===== src/rtl/alu_flag_unit.sv =====
// -----------------------------------------------------------------------------
// alu_flag_unit
//
// Pipelined condition-flag generator that sits beside the ALU core. For every
// issued operation it takes the operands and the datapath result, then
// produces registered carry / zero / sign / overflow flags per SIMD lane. It
// also keeps sticky carry and overflow status that accumulates until cleared.
// out_valid lines up with the core's 2-cycle result register.
//
// Parameters
//   WIDTH     total operand/result width in bits
//   LANES     number of independent SIMD lanes (WIDTH must divide evenly)
//   STICKY_EN 1: sticky_c/sticky_o accumulate, 0: sticky outputs tied to 0
//
// Ports
//   clk        in   1      rising-edge clock
//   rst_n      in   1      asynchronous active-low reset
//   in_valid   in   1      operation present on the inputs this cycle
//   opsel      in   3      operation select (ADD/ADC/SUB/SBB/INC/DEC/NEG/CMP)
//   mode       in   1      0 = arithmetic, 1 = logic
//   cin        in   1      carry in, shared by every lane
//   a, b       in   WIDTH  operands; lane i = bits [i*LW +: LW]
//   result     in   WIDTH  datapath result for the same operation
//   sticky_clr in   1      clear the sticky flags
//   out_valid  out  1      flag outputs were updated this cycle
//   c_flag     out  LANES  carry per lane (1 = no borrow for subtract forms)
//   z_flag     out  LANES  zero per lane
//   s_flag     out  LANES  sign (lane MSB) per lane
//   o_flag     out  LANES  signed overflow per lane
//   sticky_c   out  LANES  OR of c_flag since the last clear
//   sticky_o   out  LANES  OR of o_flag since the last clear
// -----------------------------------------------------------------------------
module alu_flag_unit #(
    parameter int WIDTH     = 128,
    parameter int LANES     = 1,
    parameter bit STICKY_EN = 1'b1
) (
    input  logic             clk,
    input  logic             rst_n,
    input  logic             in_valid,
    input  logic [2:0]       opsel,
    input  logic             mode,
    input  logic             cin,
    input  logic [WIDTH-1:0] a,
    input  logic [WIDTH-1:0] b,
    input  logic [WIDTH-1:0] result,
    input  logic             sticky_clr,
    output logic             out_valid,
    output logic [LANES-1:0] c_flag,
    output logic [LANES-1:0] z_flag,
    output logic [LANES-1:0] s_flag,
    output logic [LANES-1:0] o_flag,
    output logic [LANES-1:0] sticky_c,
    output logic [LANES-1:0] sticky_o
);

    localparam int LW = WIDTH / LANES;

    localparam logic [2:0] OP_ADD = 3'b000;
    localparam logic [2:0] OP_ADC = 3'b001;
    localparam logic [2:0] OP_SUB = 3'b010;
    localparam logic [2:0] OP_SBB = 3'b011;
    localparam logic [2:0] OP_INC = 3'b100;
    localparam logic [2:0] OP_DEC = 3'b101;
    localparam logic [2:0] OP_NEG = 3'b110;
    localparam logic [2:0] OP_CMP = 3'b111;

    // Per-lane effective operands and the extended sum
    logic [LANES-1:0][LW-1:0] w_a_eff;
    logic [LANES-1:0][LW-1:0] w_b_eff;
    logic [LANES-1:0]         w_c0;
    logic [LANES-1:0][LW:0]   w_sum;
    logic [LANES-1:0]         w_amsb;
    logic [LANES-1:0]         w_bmsb;

    // Stage-1 registers
    logic                     r_vld_p1;
    logic [LANES-1:0][LW:0]   r_sum_p1;
    logic [LANES-1:0]         r_amsb_p1;
    logic [LANES-1:0]         r_bmsb_p1;
    logic [WIDTH-1:0]         r_res_p1;
    logic                     r_logic_p1;
    logic                     r_cmp_p1;

    // Flags computed from stage-1 state
    logic [LANES-1:0]         w_c_new;
    logic [LANES-1:0]         w_z_new;
    logic [LANES-1:0]         w_s_new;
    logic [LANES-1:0]         w_o_new;

    // Stage-2 registers
    logic                     r_vld_p2;
    logic [LANES-1:0]         r_c_p2;
    logic [LANES-1:0]         r_z_p2;
    logic [LANES-1:0]         r_s_p2;
    logic [LANES-1:0]         r_o_p2;

    // Operand conditioning: each lane adds independently, with cin fanned
    // out to every lane, so no carry crosses a lane boundary.
    always_comb begin
        w_a_eff = '0;
        w_b_eff = '0;
        w_c0    = '0;
        w_sum   = '0;
        w_amsb  = '0;
        w_bmsb  = '0;
        for (int i = 0; i < LANES; i++) begin
            w_a_eff[i] = a[i*LW +: LW];
            w_b_eff[i] = b[i*LW +: LW];
            w_c0[i]    = 1'b0;
            case (opsel)
                OP_ADD: begin
                    w_c0[i] = 1'b0;
                end
                OP_ADC: begin
                    w_c0[i] = cin;
                end
                OP_SUB: begin
                    w_b_eff[i] = ~b[i*LW +: LW];
                    w_c0[i]    = 1'b1;
                end
                OP_SBB: begin
                    w_b_eff[i] = ~b[i*LW +: LW];
                    w_c0[i]    = cin;
                end
                OP_INC: begin
                    w_b_eff[i] = '0;
                    w_c0[i]    = 1'b1;
                end
                OP_DEC: begin
                    w_b_eff[i] = '1;
                    w_c0[i]    = 1'b0;
                end
                OP_NEG: begin
                    // 0 + ~a + 1 gives the two's-complement negation of a
                    w_a_eff[i] = '0;
                    w_b_eff[i] = ~a[i*LW +: LW];
                    w_c0[i]    = 1'b1;
                end
                OP_CMP: begin
                    w_b_eff[i] = ~b[i*LW +: LW];
                    w_c0[i]    = 1'b1;
                end
            endcase
            w_sum[i]  = {1'b0, w_a_eff[i]} + {1'b0, w_b_eff[i]} + {{LW{1'b0}}, w_c0[i]};
            w_amsb[i] = w_a_eff[i][LW-1];
            w_bmsb[i] = w_b_eff[i][LW-1];
        end
    end

    // ---- Stage 1: sum, operand MSBs, result and op decode -------------------
    // The data registers advance every cycle; only r_vld_p1 says whether the
    // captured contents belong to a real operation.
    always_ff @(posedge clk or negedge rst_n) begin
        if (!rst_n) begin
            r_vld_p1   <= 1'b0;
            r_sum_p1   <= '0;
            r_amsb_p1  <= '0;
            r_bmsb_p1  <= '0;
            r_res_p1   <= '0;
            r_logic_p1 <= 1'b0;
            r_cmp_p1   <= 1'b0;
        end else begin
            r_vld_p1   <= in_valid;
            r_sum_p1   <= w_sum;
            r_amsb_p1  <= w_amsb;
            r_bmsb_p1  <= w_bmsb;
            r_res_p1   <= result;
            r_logic_p1 <= mode;
            // CMP only changes Z/S sourcing in arithmetic mode
            r_cmp_p1   <= ~mode & (opsel == OP_CMP);
        end
    end

    // Flag derivation. CMP takes Z/S from the internal difference because the
    // datapath does not write a result for it.
    always_comb begin
        w_c_new = '0;
        w_z_new = '0;
        w_s_new = '0;
        w_o_new = '0;
        for (int i = 0; i < LANES; i++) begin
            if (r_cmp_p1) begin
                w_z_new[i] = (r_sum_p1[i][LW-1:0] == '0);
                w_s_new[i] = r_sum_p1[i][LW-1];
            end else begin
                w_z_new[i] = (r_res_p1[i*LW +: LW] == '0);
                w_s_new[i] = r_res_p1[i*LW + LW - 1];
            end
            w_c_new[i] = ~r_logic_p1 & r_sum_p1[i][LW];
            w_o_new[i] = ~r_logic_p1 & (r_amsb_p1[i] == r_bmsb_p1[i])
                                     & (r_sum_p1[i][LW-1] != r_amsb_p1[i]);
        end
    end

    // ---- Stage 2: registered flags ------------------------------------------
    // The flags hold their last value whenever no operation completes.
    always_ff @(posedge clk or negedge rst_n) begin
        if (!rst_n) begin
            r_vld_p2 <= 1'b0;
            r_c_p2   <= '0;
            r_z_p2   <= '0;
            r_s_p2   <= '0;
            r_o_p2   <= '0;
        end else begin
            r_vld_p2 <= r_vld_p1;
            if (r_vld_p1) begin
                r_c_p2 <= w_c_new;
                r_z_p2 <= w_z_new;
                r_s_p2 <= w_s_new;
                r_o_p2 <= w_o_new;
            end
        end
    end

    assign out_valid = r_vld_p2;
    assign c_flag    = r_c_p2;
    assign z_flag    = r_z_p2;
    assign s_flag    = r_s_p2;
    assign o_flag    = r_o_p2;

    // Sticky status updates on the same edge as the flags, so a clear and a
    // completing operation in the same cycle leave the new flag bits set.
    generate
        if (STICKY_EN) begin : g_sticky
            logic [LANES-1:0] r_sticky_c_p2;
            logic [LANES-1:0] r_sticky_o_p2;

            always_ff @(posedge clk or negedge rst_n) begin
                if (!rst_n) begin
                    r_sticky_c_p2 <= '0;
                    r_sticky_o_p2 <= '0;
                end else if (r_vld_p1) begin
                    r_sticky_c_p2 <= (sticky_clr ? '0 : r_sticky_c_p2) | w_c_new;
                    r_sticky_o_p2 <= (sticky_clr ? '0 : r_sticky_o_p2) | w_o_new;
                end else if (sticky_clr) begin
                    r_sticky_c_p2 <= '0;
                    r_sticky_o_p2 <= '0;
                end
            end

            assign sticky_c = r_sticky_c_p2;
            assign sticky_o = r_sticky_o_p2;
        end else begin : g_no_sticky
            assign sticky_c = '0;
            assign sticky_o = '0;
        end
    endgenerate

endmodule


===== config.mk =====
export PLATFORM = sky130hd
export DESIGN_NAME = alu_flag_unit
export DESIGN_NICKNAME = d
export VERILOG_FILES = /design/src/rtl/alu_flag_unit.sv
export SDC_FILE = /design/constraint.sdc
export NUM_CORES = 1
export LEC_CHECK = 0
export ABC_AREA = 0
export BUFFER_PORTS_ARGS = -buffer_cell sky130_fd_sc_hd__buf_2
export CORE_AREA = 2 2 213 215
export CTS_CLUSTER_SIZE = 8
export DETAILED_ROUTE_END_ITERATION = 16
export DIE_AREA = 0 0 215 217
export GPL_TIMING_DRIVEN = 0
export MAX_ROUTING_LAYER = met4
export PLACE_DENSITY = 0.68
export REMOVE_ABC_BUFFERS = 1
export SKIP_LAST_GASP = 1
export SLEW_MARGIN = 5
export SYNTH_ARGS = -nofsm -noshare
export SYNTH_HDL_FRONTEND = slang
export SYNTH_SLANG_ARGS = --single-unit

===== constraint.sdc =====
create_clock -name clk -period 2.7 [get_ports clk]
set_clock_uncertainty 0.1 [all_clocks]
set_input_delay 0.27 -clock clk [delete_from_list [all_inputs] [get_ports clk]]
set_output_delay 0.27 -clock clk [all_outputs]
set_load 0.005 [all_outputs]

==> tab_implementation.tex, run 1 <==
\begin{tabular}{lr}
\hline
Metric & Value \\
\hline
\multicolumn{2}{l}{\textbf{CTS}} \\
Clock tree from TritonCTS & done \\
Clock latency at the later pin of the worst-skew pair & 0.57 ns \\
Clock tree buffer depth & 3 \\
Cell at the root of the clock tree & sky130\_fd\_sc\_hd\_\_clkbuf\_16 \\
Count of H-tree levels built during CTS & 2 \\
Total CTS buffers & 40 \\
CTS sink cnt & 269 \\
CTS clk-pin slew, worst paths & 0.05 ns \\
\multicolumn{2}{l}{\textbf{Floorplan}} \\
Area of the die & 46700 µm² \\
Area inside the core boundary & 44700 µm² \\
Effective utilization at floorplan & 46.4\% \\
Die Ht & 217 µm \\
Count of standard-cell rows & 78 \\
DIE WIDTH & 215 µm \\
\# IOs & 400 \\
\multicolumn{2}{l}{\textbf{Layout}} \\
Final standard cell count with taps included and fillers excluded & 3716 \\
Final \#Nets & 3621 \\
Fraction of final layout cells with drive strength greater than 1 & 32.9\% \\
Area added between synthesis and finish & 46.1\% \\
Final standard cell utilization of the core & 67.8\% \\
\multicolumn{2}{l}{\textbf{Routing}} \\
Pre-Repair DR Iteration Count & 6 \\
Via density & 6.10 \\
DRC viols & 0 \\
Drt initial violations & 2076 \\
DRT antenna net count & 0 \\
WL per Instance & 23.6 µm \\
Sum of routed wire length over all layers & 87.6 mm \\
Routed via count & 22.7k \\
\multicolumn{2}{l}{\textbf{Timing}} \\
Relative slew slack & 38.7\% \\
Final critical delay including setup and external delays & 4.00 ns \\
RSZ-0062 raised after global routing & true \\
Final-report setup violation count & 113 \\
Pins over their slew limit & 0 \\
Final-layout setup total negative slack & -95.96 ns \\
Worst Max-Slew Pin Slew & 0.911 ns \\
Fin. Hold Viols & 0 \\
Maximum clock frequency & 250 MHz \\
Ratio of final minimum period to clock period & 148\% \\
Final critical-path setup slack & -1.30 ns \\
Final-layout worst hold slack & 0.131 ns \\
\multicolumn{2}{l}{\textbf{Global route}} \\
Vias in the first global route & 22.5k \\
Grt ovf & 0 \\
Pin count of the biggest net entering global routing & 97 \\
Number of antenna violations at the first check in global routing & 12 \\
Wire length of the first global-routing pass & 131 mm \\
Overall track demand over capacity in global routing & 37.1\% \\
\multicolumn{2}{l}{\textbf{Pwr}} \\
VDD IR-drop max & 0.568 mV \\
P\_leak & 0.0134 µW \\
Pwr/cell area & 580 nW/µm² \\
\multicolumn{2}{l}{\textbf{Logic synthesis}} \\
Number of instances in the synthesized netlist & 2480 \\
Yosys reg bits & 269 \\
Cell type with the largest total area after synthesis & sky130\_fd\_sc\_hd\_\_dfrtp\_1 \\
Mean instance size in the synthesized netlist & 8.36 µm² \\
Synth area leaders & sky130\_fd\_sc\_hd\_\_dfrtp\_1 32\%, sky130\_fd\_sc\_hd\_\_ha\_1 7.7\%, sky130\_fd\_sc\_hd\_\_xor2\_1 7.6\%, sky130\_fd\_sc\_hd\_\_o211a\_1 6.2\%, sky130\_fd\_sc\_hd\_\_o21ai\_0 5.5\% \\
Number of enable flip-flop cells after synthesis & 0 \\
Area fraction of the dominant cell type after synthesis & 32.5\% \\
Share of the yosys chip area belonging to registers & 32.5\% \\
Synth async-reset ratio & 100\% \\
Synthesis Warnings & 0 \\
Cell area after synthesis & 20700 µm² \\
Number of distinct library cells after synthesis & 73 \\
Most used flip-flop cell after synthesis & sky130\_fd\_sc\_hd\_\_dfrtp\_1 \\
\multicolumn{2}{l}{\textbf{Critical path}} \\
Type of element capturing the critical path & register \\
Worst endpoint data arrival time & 4.34 ns \\
R2R Path Start & r\_sum\_p1[77]\$\_DFF\_PN0\_ \\
Worst reg-to-reg setup slack & 0.13 ns \\
CP Class & primary input to register \\
Crit path launch & opsel[2] \\
Crit start category & primary input \\
Largest fanout of any net on the critical path & 20 \\
CP Data Required Time & 3.03 ns \\
\multicolumn{2}{l}{\textbf{Placed design}} \\
Placer's final routability congestion estimate & 0.940 \\
Placed wire-length estimate & 54.7 mm \\
Placed cells & 3330 \\
Quantity of I/O buffers inserted on ports & 399 \\
\multicolumn{2}{l}{\textbf{Status}} \\
Violations in the final reports & setup timing \\
Result of the run & finished, violations left \\
\multicolumn{2}{l}{\textbf{Hold path}} \\
Worst Min Path Start & a[44] \\
Min-Delay Path Class & primary input to register \\
\multicolumn{2}{l}{\textbf{Run}} \\
Total of max-cap violations & 0 \\
\hline
\end{tabular}
[cell usage after synthesis, drive strengths merged (3+ instances only)]
library cell,instances
buf,11
a22oi,4
o21bai,41
nor4,69
or3,7
a21oi,216
o211ai,7
nand2,294
and3,7
dfrtp,269
xnor2,71
clkbuf,147
a21o,59
nor2,136
o21a,15
and2,128
a211o,3
or4,4
a31oi,14
o31a,5
o31ai,9
and4,4
xor2,180
o21ai,254
o211a,129
ha,127
nand2b,13
a41oi,3
inv,44
or2,8
a221oi,5
nand3,18
nor3,34
a21boi,13
nand4,88
nor2b,7
a211oi,10
[metrics by stage]
stage | instance area [µm²] | power [µW] | setup slack, ns
after floorplan | 20100 | 8670 | -6.28
after global placement | 22900 | 10500 | -14.55
after detailed placement | 23100 | 10600 | -4.19
after CTS | 28800 | 16500 | -1.22
after global routing | 30300 | 18300 | -1.36
final | 30300 | 17600 | -1.30
[cell usage in the layout, fill, tap and decap left out, types with 31 or more instances in the layout]
| master | synthesis | routed |
|---|---|---|
| sky130_fd_sc_hd__clkbuf_16 | 0 | 41 |
| sky130_fd_sc_hd__a21oi_2 | 2 | 62 |
| sky130_fd_sc_hd__nor4_1 | 68 | 63 |
| sky130_fd_sc_hd__buf_6 | 0 | 64 |
| sky130_fd_sc_hd__nand4_1 | 87 | 87 |
| sky130_fd_sc_hd__ha_1 | 127 | 38 |
| sky130_fd_sc_hd__xor2_1 | 180 | 170 |
| sky130_fd_sc_hd__ha_4 | 0 | 45 |
| sky130_fd_sc_hd__nand2_1 | 293 | 282 |
| sky130_fd_sc_hd__inv_1 | 44 | 40 |
| sky130_fd_sc_hd__nor2_1 | 136 | 116 |
| sky130_fd_sc_hd__dlygate4sd3_1 | 0 | 134 |
| sky130_fd_sc_hd__a21oi_1 | 214 | 141 |
| sky130_fd_sc_hd__o21ai_0 | 229 | 197 |
| sky130_fd_sc_hd__buf_2 | 7 | 395 |
| sky130_fd_sc_hd__xnor2_1 | 71 | 44 |
| sky130_fd_sc_hd__o211a_1 | 129 | 129 |
| sky130_fd_sc_hd__o21ai_1 | 24 | 31 |
| sky130_fd_sc_hd__dfrtp_1 | 269 | 269 |
| sky130_fd_sc_hd__and2_1 | 128 | 115 |
| sky130_fd_sc_hd__a21o_1 | 59 | 59 |
| sky130_fd_sc_hd__buf_4 | 2 | 100 |
| sky130_fd_sc_hd__o21bai_1 | 40 | 34 |
| sky130_fd_sc_hd__ha_2 | 0 | 44 |
[power by group]
group,leakage [µW],switching (µW),total (µW),internal (µW)
registers,0.00314,314,5200,4890
logic,0.00969,4340,7840,3490
clock network,0.000524,1860,4520,2660
[cells by family (layout without fill, tap and decap cells)]
family	count (synthesis)	in the layout	synth area share, %
compound gates	802	802	25.5
xor+xnor	251	251	10.6
fa+ha+maj	129	129	7.86
buf+inv	202	822	3.74
flops	269	269	32.5
mux	1	1	0.0483
other cells	0	10	0
simple gates	826	832	19.8
[final timing paths]
path	to	depth (start not counted)
worst max-delay path	r_sum_p1[93]$_DFF_PN0_	20
max in group asynchronous	r_sum_p1[38]$_DFF_PN0_	4
worst max register to register	z_flag$_DFFE_PN0P_	5
worst min register to register	c_flag$_DFFE_PN0P_	2
min in group asynchronous	r_res_p1[35]$_DFF_PN0_	2
worst min-delay path	r_sum_p1[44]$_DFF_PN0_	4
[cell type report]
type,instances,area (µm²)
antenna,10,25.0
clock buffer,45,1020
clock inverter,4,53.8
fill,3526,14400
inverter,44,184
multi-input combinational,2015,15800
sequential,269,6730
tap,600,751
timing repair buffer,728,5760
timing repair inverter,1,8.76
[worst max-delay path, cell delays in order]
cell                       delay, ns
sky130_fd_sc_hd__buf_16         0.09
sky130_fd_sc_hd__buf_16         0.13
sky130_fd_sc_hd__nor2b_4        0.21
sky130_fd_sc_hd__buf_12         0.14
sky130_fd_sc_hd__nand2_8        0.08
sky130_fd_sc_hd__buf_4          0.16
sky130_fd_sc_hd__buf_16         0.16
sky130_fd_sc_hd__and2_1         0.18
sky130_fd_sc_hd__ha_2           0.38
sky130_fd_sc_hd__nand4_1        0.18
sky130_fd_sc_hd__a31o_4         0.30
sky130_fd_sc_hd__a211oi_4       0.40
sky130_fd_sc_hd__o21ai_2        0.11
sky130_fd_sc_hd__or4_4          0.50
sky130_fd_sc_hd__a211o_4        0.41
sky130_fd_sc_hd__nand2b_4       0.12
sky130_fd_sc_hd__buf_4          0.14
sky130_fd_sc_hd__nand2_1        0.05
sky130_fd_sc_hd__nand2_1        0.09
sky130_fd_sc_hd__xor2_1         0.21
[state kept, by name, summed over array words and instances (netlist names)]
signal	count
r_bmsb_p1	1
r_cmp_p1	1
o_flag	1
r_amsb_p1	1
z_flag	1
sticky_c	1
c_flag	1
s_flag	1
out_valid	1
r_logic_p1	1
r_res_p1	128
r_sum_p1	129
sticky_o	1
r_vld_p1	1
[layer usage]
layer / global-route usage [%] / wire (µm) / vias to the layer above
met3: 5.41 / 6530 / 248
met2: 59.7 / 40500 / 1129
met5: - / 0 / -
met1: 46.9 / 36000 / 11100
li1: - / - / 10100
met4: 15.9 / 4500 / 0
[timing repair]
item	4_1_cts	5_1_grt
cloned	25	1
endpoints found under the hold margin	220	0
resized for setup	359	236
endpoints found under the setup margin	129	114
hold buffers	134	0
buffers inserted	107	70
pin swaps	123	112
Note: power is estimated with default switching activity, not from simulation.
==> run 2, diff against run 1 <==
--- a/config.mk
+++ b/config.mk
@@ -15,6 +15,7 @@
 export MAX_ROUTING_LAYER = met4
 export PLACE_DENSITY = 0.68
 export REMOVE_ABC_BUFFERS = 1
+export SETUP_SLACK_MARGIN = 0.02
 export SKIP_LAST_GASP = 1
 export SLEW_MARGIN = 5
 export SYNTH_ARGS = -nofsm -noshare
==> tab_implementation.tex, run 2 (synthesized netlist as in run 1, its figures left out) <==
\begin{tabular}{lr}
\hline
Metric & Value \\
\hline
\multicolumn{2}{l}{\textbf{Status}} \\
Result of the run & finished, violations left (unchanged) \\
Violations in the final reports & setup timing (unchanged) \\
\multicolumn{2}{l}{\textbf{Routing}} \\
Detailed-routed wire length on met2 & 40.6 mm (was 40.5 mm) \\
Pre-Repair DR Iteration Count & 6 (unchanged) \\
Top Metal Used & met4 (unchanged) \\
Sum of routed wire length over all layers & 87.6 mm (about the same) \\
DRT antenna net count & 0 (unchanged) \\
Routed via count & 22.6k (was 22.7k) \\
Via density & 6.09 (was 6.10) \\
DRC viols & 0 (unchanged) \\
WL per Instance & 23.6 µm (about the same) \\
Detailed route wirelength on metal3 & 6.32 mm (was 6.53 mm) \\
Drt initial violations & 1994 (was 2076) \\
Post-route met1 wirelength & 36.2 mm (was 36.0 mm) \\
\multicolumn{2}{l}{\textbf{Global route}} \\
Grt ovf & 0 (unchanged) \\
Overall track demand over capacity in global routing & 37.1\% (about the same) \\
Pin count of the biggest net entering global routing & 97 (unchanged) \\
Wire length of the first global-routing pass & 131 mm (about the same) \\
Vias in the first global route & 22.5k (about the same) \\
Number of antenna violations at the first check in global routing & 12 (unchanged) \\
\multicolumn{2}{l}{\textbf{Timing}} \\
Relative slew slack & 39.7\% (was 38.7\%) \\
Final-report setup violation count & 113 (unchanged) \\
Ratio of final minimum period to clock period & 148\% (about the same) \\
Final critical-path setup slack & -1.31 ns (was -1.30 ns) \\
Fin. Hold Viols & 0 (unchanged) \\
Maximum clock frequency & 250 MHz (about the same) \\
RSZ-0062 raised after global routing & true (unchanged) \\
Final critical delay including setup and external delays & 4.01 ns (was 4.00 ns) \\
Worst Max-Slew Pin Slew & 0.896 ns (was 0.911 ns) \\
Final-layout worst hold slack & 0.131 ns (about the same) \\
Pins over their slew limit & 0 (unchanged) \\
\multicolumn{2}{l}{\textbf{CTS}} \\
Clock latency at the later pin of the worst-skew pair & 0.57 ns (about the same) \\
Count of H-tree levels built during CTS & 2 (unchanged) \\
Cell at the root of the clock tree & sky130\_fd\_sc\_hd\_\_clkbuf\_16 (unchanged) \\
Total CTS buffers & 40 (unchanged) \\
Clock tree buffer depth & 3 (unchanged) \\
CTS clk-pin slew, worst paths & 0.05 ns (about the same) \\
CTS sink cnt & 269 (unchanged) \\
Clock tree from TritonCTS & done (unchanged) \\
\multicolumn{2}{l}{\textbf{Layout}} \\
Final standard cell utilization of the core & 67.8\% (about the same) \\
Commonest non-fill, non-tap cell in the layout & sky130\_fd\_sc\_hd\_\_buf\_2 (unchanged) \\
Number of filler cells placed in the layout & 3526 (unchanged) \\
Biggest regs & r\_sum\_p1: 129 flops, r\_res\_p1: 128 flops (unchanged) \\
Number of flip-flops in the largest register & 129 (unchanged) \\
Most used cells in the layout excluding fill and tap cells & 395 x sky130\_fd\_sc\_hd\_\_buf\_2, 282 x sky130\_fd\_sc\_hd\_\_nand2\_1, 269 x sky130\_fd\_sc\_hd\_\_dfrtp\_1 (unchanged) \\
Most flop-heavy register & r\_sum\_p1 (unchanged) \\
Final \#Nets & 3623 (was 3621) \\
Fraction of final layout cells with drive strength greater than 1 & 32.9\% (about the same) \\
Area added between synthesis and finish & 46.2\% (was 46.1\%) \\
\multicolumn{2}{l}{\textbf{Pwr}} \\
Fraction of power consumed by sequential logic & 29.6\% (about the same) \\
Internal power consumption & 11000 µW (about the same) \\
P\_leak & 0.0134 µW (about the same) \\
Switching component of the power & 6500 µW (was 6520 µW) \\
Total design power & 17500 µW (was 17600 µW) \\
Net switching fraction of the power & 37.1\% (about the same) \\
VDD IR-drop max & 0.569 mV (was 0.568 mV) \\
Pwr/cell area & 579 nW/µm² (was 580 nW/µm²) \\
Clock network fraction of total power & 25.7\% (about the same) \\
Combinational share of power & 44.7\% (was 44.6\%) \\
\multicolumn{2}{l}{\textbf{Critical path}} \\
Most frequent cell on the critical path & sky130\_fd\_sc\_hd\_\_buf\_16 (unchanged) \\
Max incr delay on CP & 0.51 ns (was 0.50 ns) \\
Worst endpoint data arrival time & 4.33 ns (was 4.34 ns) \\
Cell with the biggest individual delay on the critical path & sky130\_fd\_sc\_hd\_\_or4\_4 (unchanged) \\
Largest fanout of any net on the critical path & 20 (unchanged) \\
Type of element capturing the critical path & register (unchanged) \\
Crit start category & primary input (unchanged) \\
Cell chain of the critical path & buf\_16 > buf\_16 > nor2b\_4 > buf\_12 > nand2\_8 > buf\_4 > buf\_16 > and2\_1 > ha\_2 > nand4\_1 > a31o\_4 > a211oi\_4 > o21ai\_2 > or4\_4 > buf\_4 > buf\_6 > a21oi\_4 > nand4\_1 > nand2\_1 > xor2\_2 (was buf\_16 > buf\_16 > nor2b\_4 > buf\_12 > nand2\_8 > buf\_4 > buf\_16 > and2\_1 > ha\_2 > nand4\_1 > a31o\_4 > a211oi\_4 > o21ai\_2 > or4\_4 > a211o\_4 > nand2b\_4 > buf\_4 > nand2\_1 > nand2\_1 > xor2\_1) \\
CP Class & primary input to register (unchanged) \\
CP Data Required Time & 3.02 ns (was 3.03 ns) \\
\multicolumn{2}{l}{\textbf{Floorplan}} \\
DIE WIDTH & 215 µm (unchanged) \\
Area of the die & 46700 µm² (unchanged) \\
Count of standard-cell rows & 78 (unchanged) \\
Die Ht & 217 µm (unchanged) \\
Area inside the core boundary & 44700 µm² (unchanged) \\
Effective utilization at floorplan & 46.4\% (unchanged) \\
\# IOs & 400 (unchanged) \\
\multicolumn{2}{l}{\textbf{Placed design}} \\
Quantity of I/O buffers inserted on ports & 399 (unchanged) \\
Placed wire-length estimate & 54.7 mm (unchanged) \\
Placer's final routability congestion estimate & 0.940 (unchanged) \\
\multicolumn{2}{l}{\textbf{Run}} \\
Total of max-cap violations & 0 (unchanged) \\
\multicolumn{2}{l}{\textbf{Hold path}} \\
Min-Delay Path Class & primary input to register (unchanged) \\
\hline
\end{tabular}
==> run 2: final cells by class <==
| class | instances | area [µm²] | share of cell area, % |
|---|---|---|---|
| timing repair buffer | 730 | 5770 | 19.1 |
| inverter | 44 | 184 | 0.607 |
| clock buffer | 45 | 1020 | 3.37 |
| tap | 600 | 751 | 2.48 |
| clock inverter | 4 | 53.8 | 0.178 |
| multi-input combinational | 2015 | 15700 | 52.0 |
| timing repair inverter | 1 | 8.76 | 0.0289 |
| antenna | 10 | 25.0 | 0.0826 |
| sequential | 269 | 6730 | 22.2 |
==> run 2: path summary, 6_finish.rpt <==
check	from	to	slack (ns)	depth (start not counted)
setup / recovery	opsel[2]	r_sum_p1[85]$_DFF_PN0_	-1.31	20
hold / removal	a[44]	r_sum_p1[44]$_DFF_PN0_	0.13	4
setup reg to reg	r_sum_p1[77]$_DFF_PN0_	z_flag$_DFFE_PN0P_	0.14	5
hold reg to reg	r_sum_p1[128]$_DFF_PN0_	c_flag$_DFFE_PN0P_	0.37	2
max in group asynchronous	rst_n	r_sum_p1[38]$_DFF_PN0_	0.91	4
min in group asynchronous	rst_n	r_res_p1[35]$_DFF_PN0_	0.23	2
==> run 2: repair_timing <==
item / in CTS / in global routing
setup endpoints to repair: 129 / 114
gates cloned: 25 / 1
pin swaps: 124 / 114
hold buffers: 134 / 0
hold endpoints to repair: 220 / 0
setup buffers: 108 / 71
gates resized for setup: 359 / 234
==> run 2: critical path, delay by kind of cell <==
kind | cells | cell delay, ns
and+or+nand+nor | 7 | 1.40
adders and majority gates | 1 | 0.38
AOI/OAI and AO/OA | 4 | 1.03
buffers and inverters | 7 | 0.96
xor gates and xnor gates | 1 | 0.26
==> run 2: metrics by stage <==
step | cell area, µm² | setup TNS, ns | cells | worst slack (ns)
2_1_floorplan | 20100 | -723.93 | 2322 | -6.28
3_3_place_gp | 22900 | -2661.83 | 3321 | -14.55
3_5_place_dp | 23100 | -423.55 | 3330 | -4.19
4_1_cts | 28800 | -75.54 | 3646 | -1.22
5_1_grt | 30300 | -103.67 | 3718 | -1.36
6_report | 30300 | -96.06 | 3718 | -1.31
==> run 2: power groups by stage <==
stage          Sequential, µW  Combinational, µW  Clock (µW)
2_1_floorplan            5120               3550           0
3_3_place_gp             5210               5250           0
3_5_place_dp             5240               5310           0
4_1_cts                  5180               6820        4460
5_1_grt                  5270               8330        4710
6_report                 5200               7840        4510
==> run 2: layer usage <==
metal | vias up | track usage (%)
met5 | - | -
met4 | 0 | 15.9
met3 | 258 | 5.38
met2 | 1118 | 59.7
met1 | 11100 | 46.9
li1 | 10100 | -
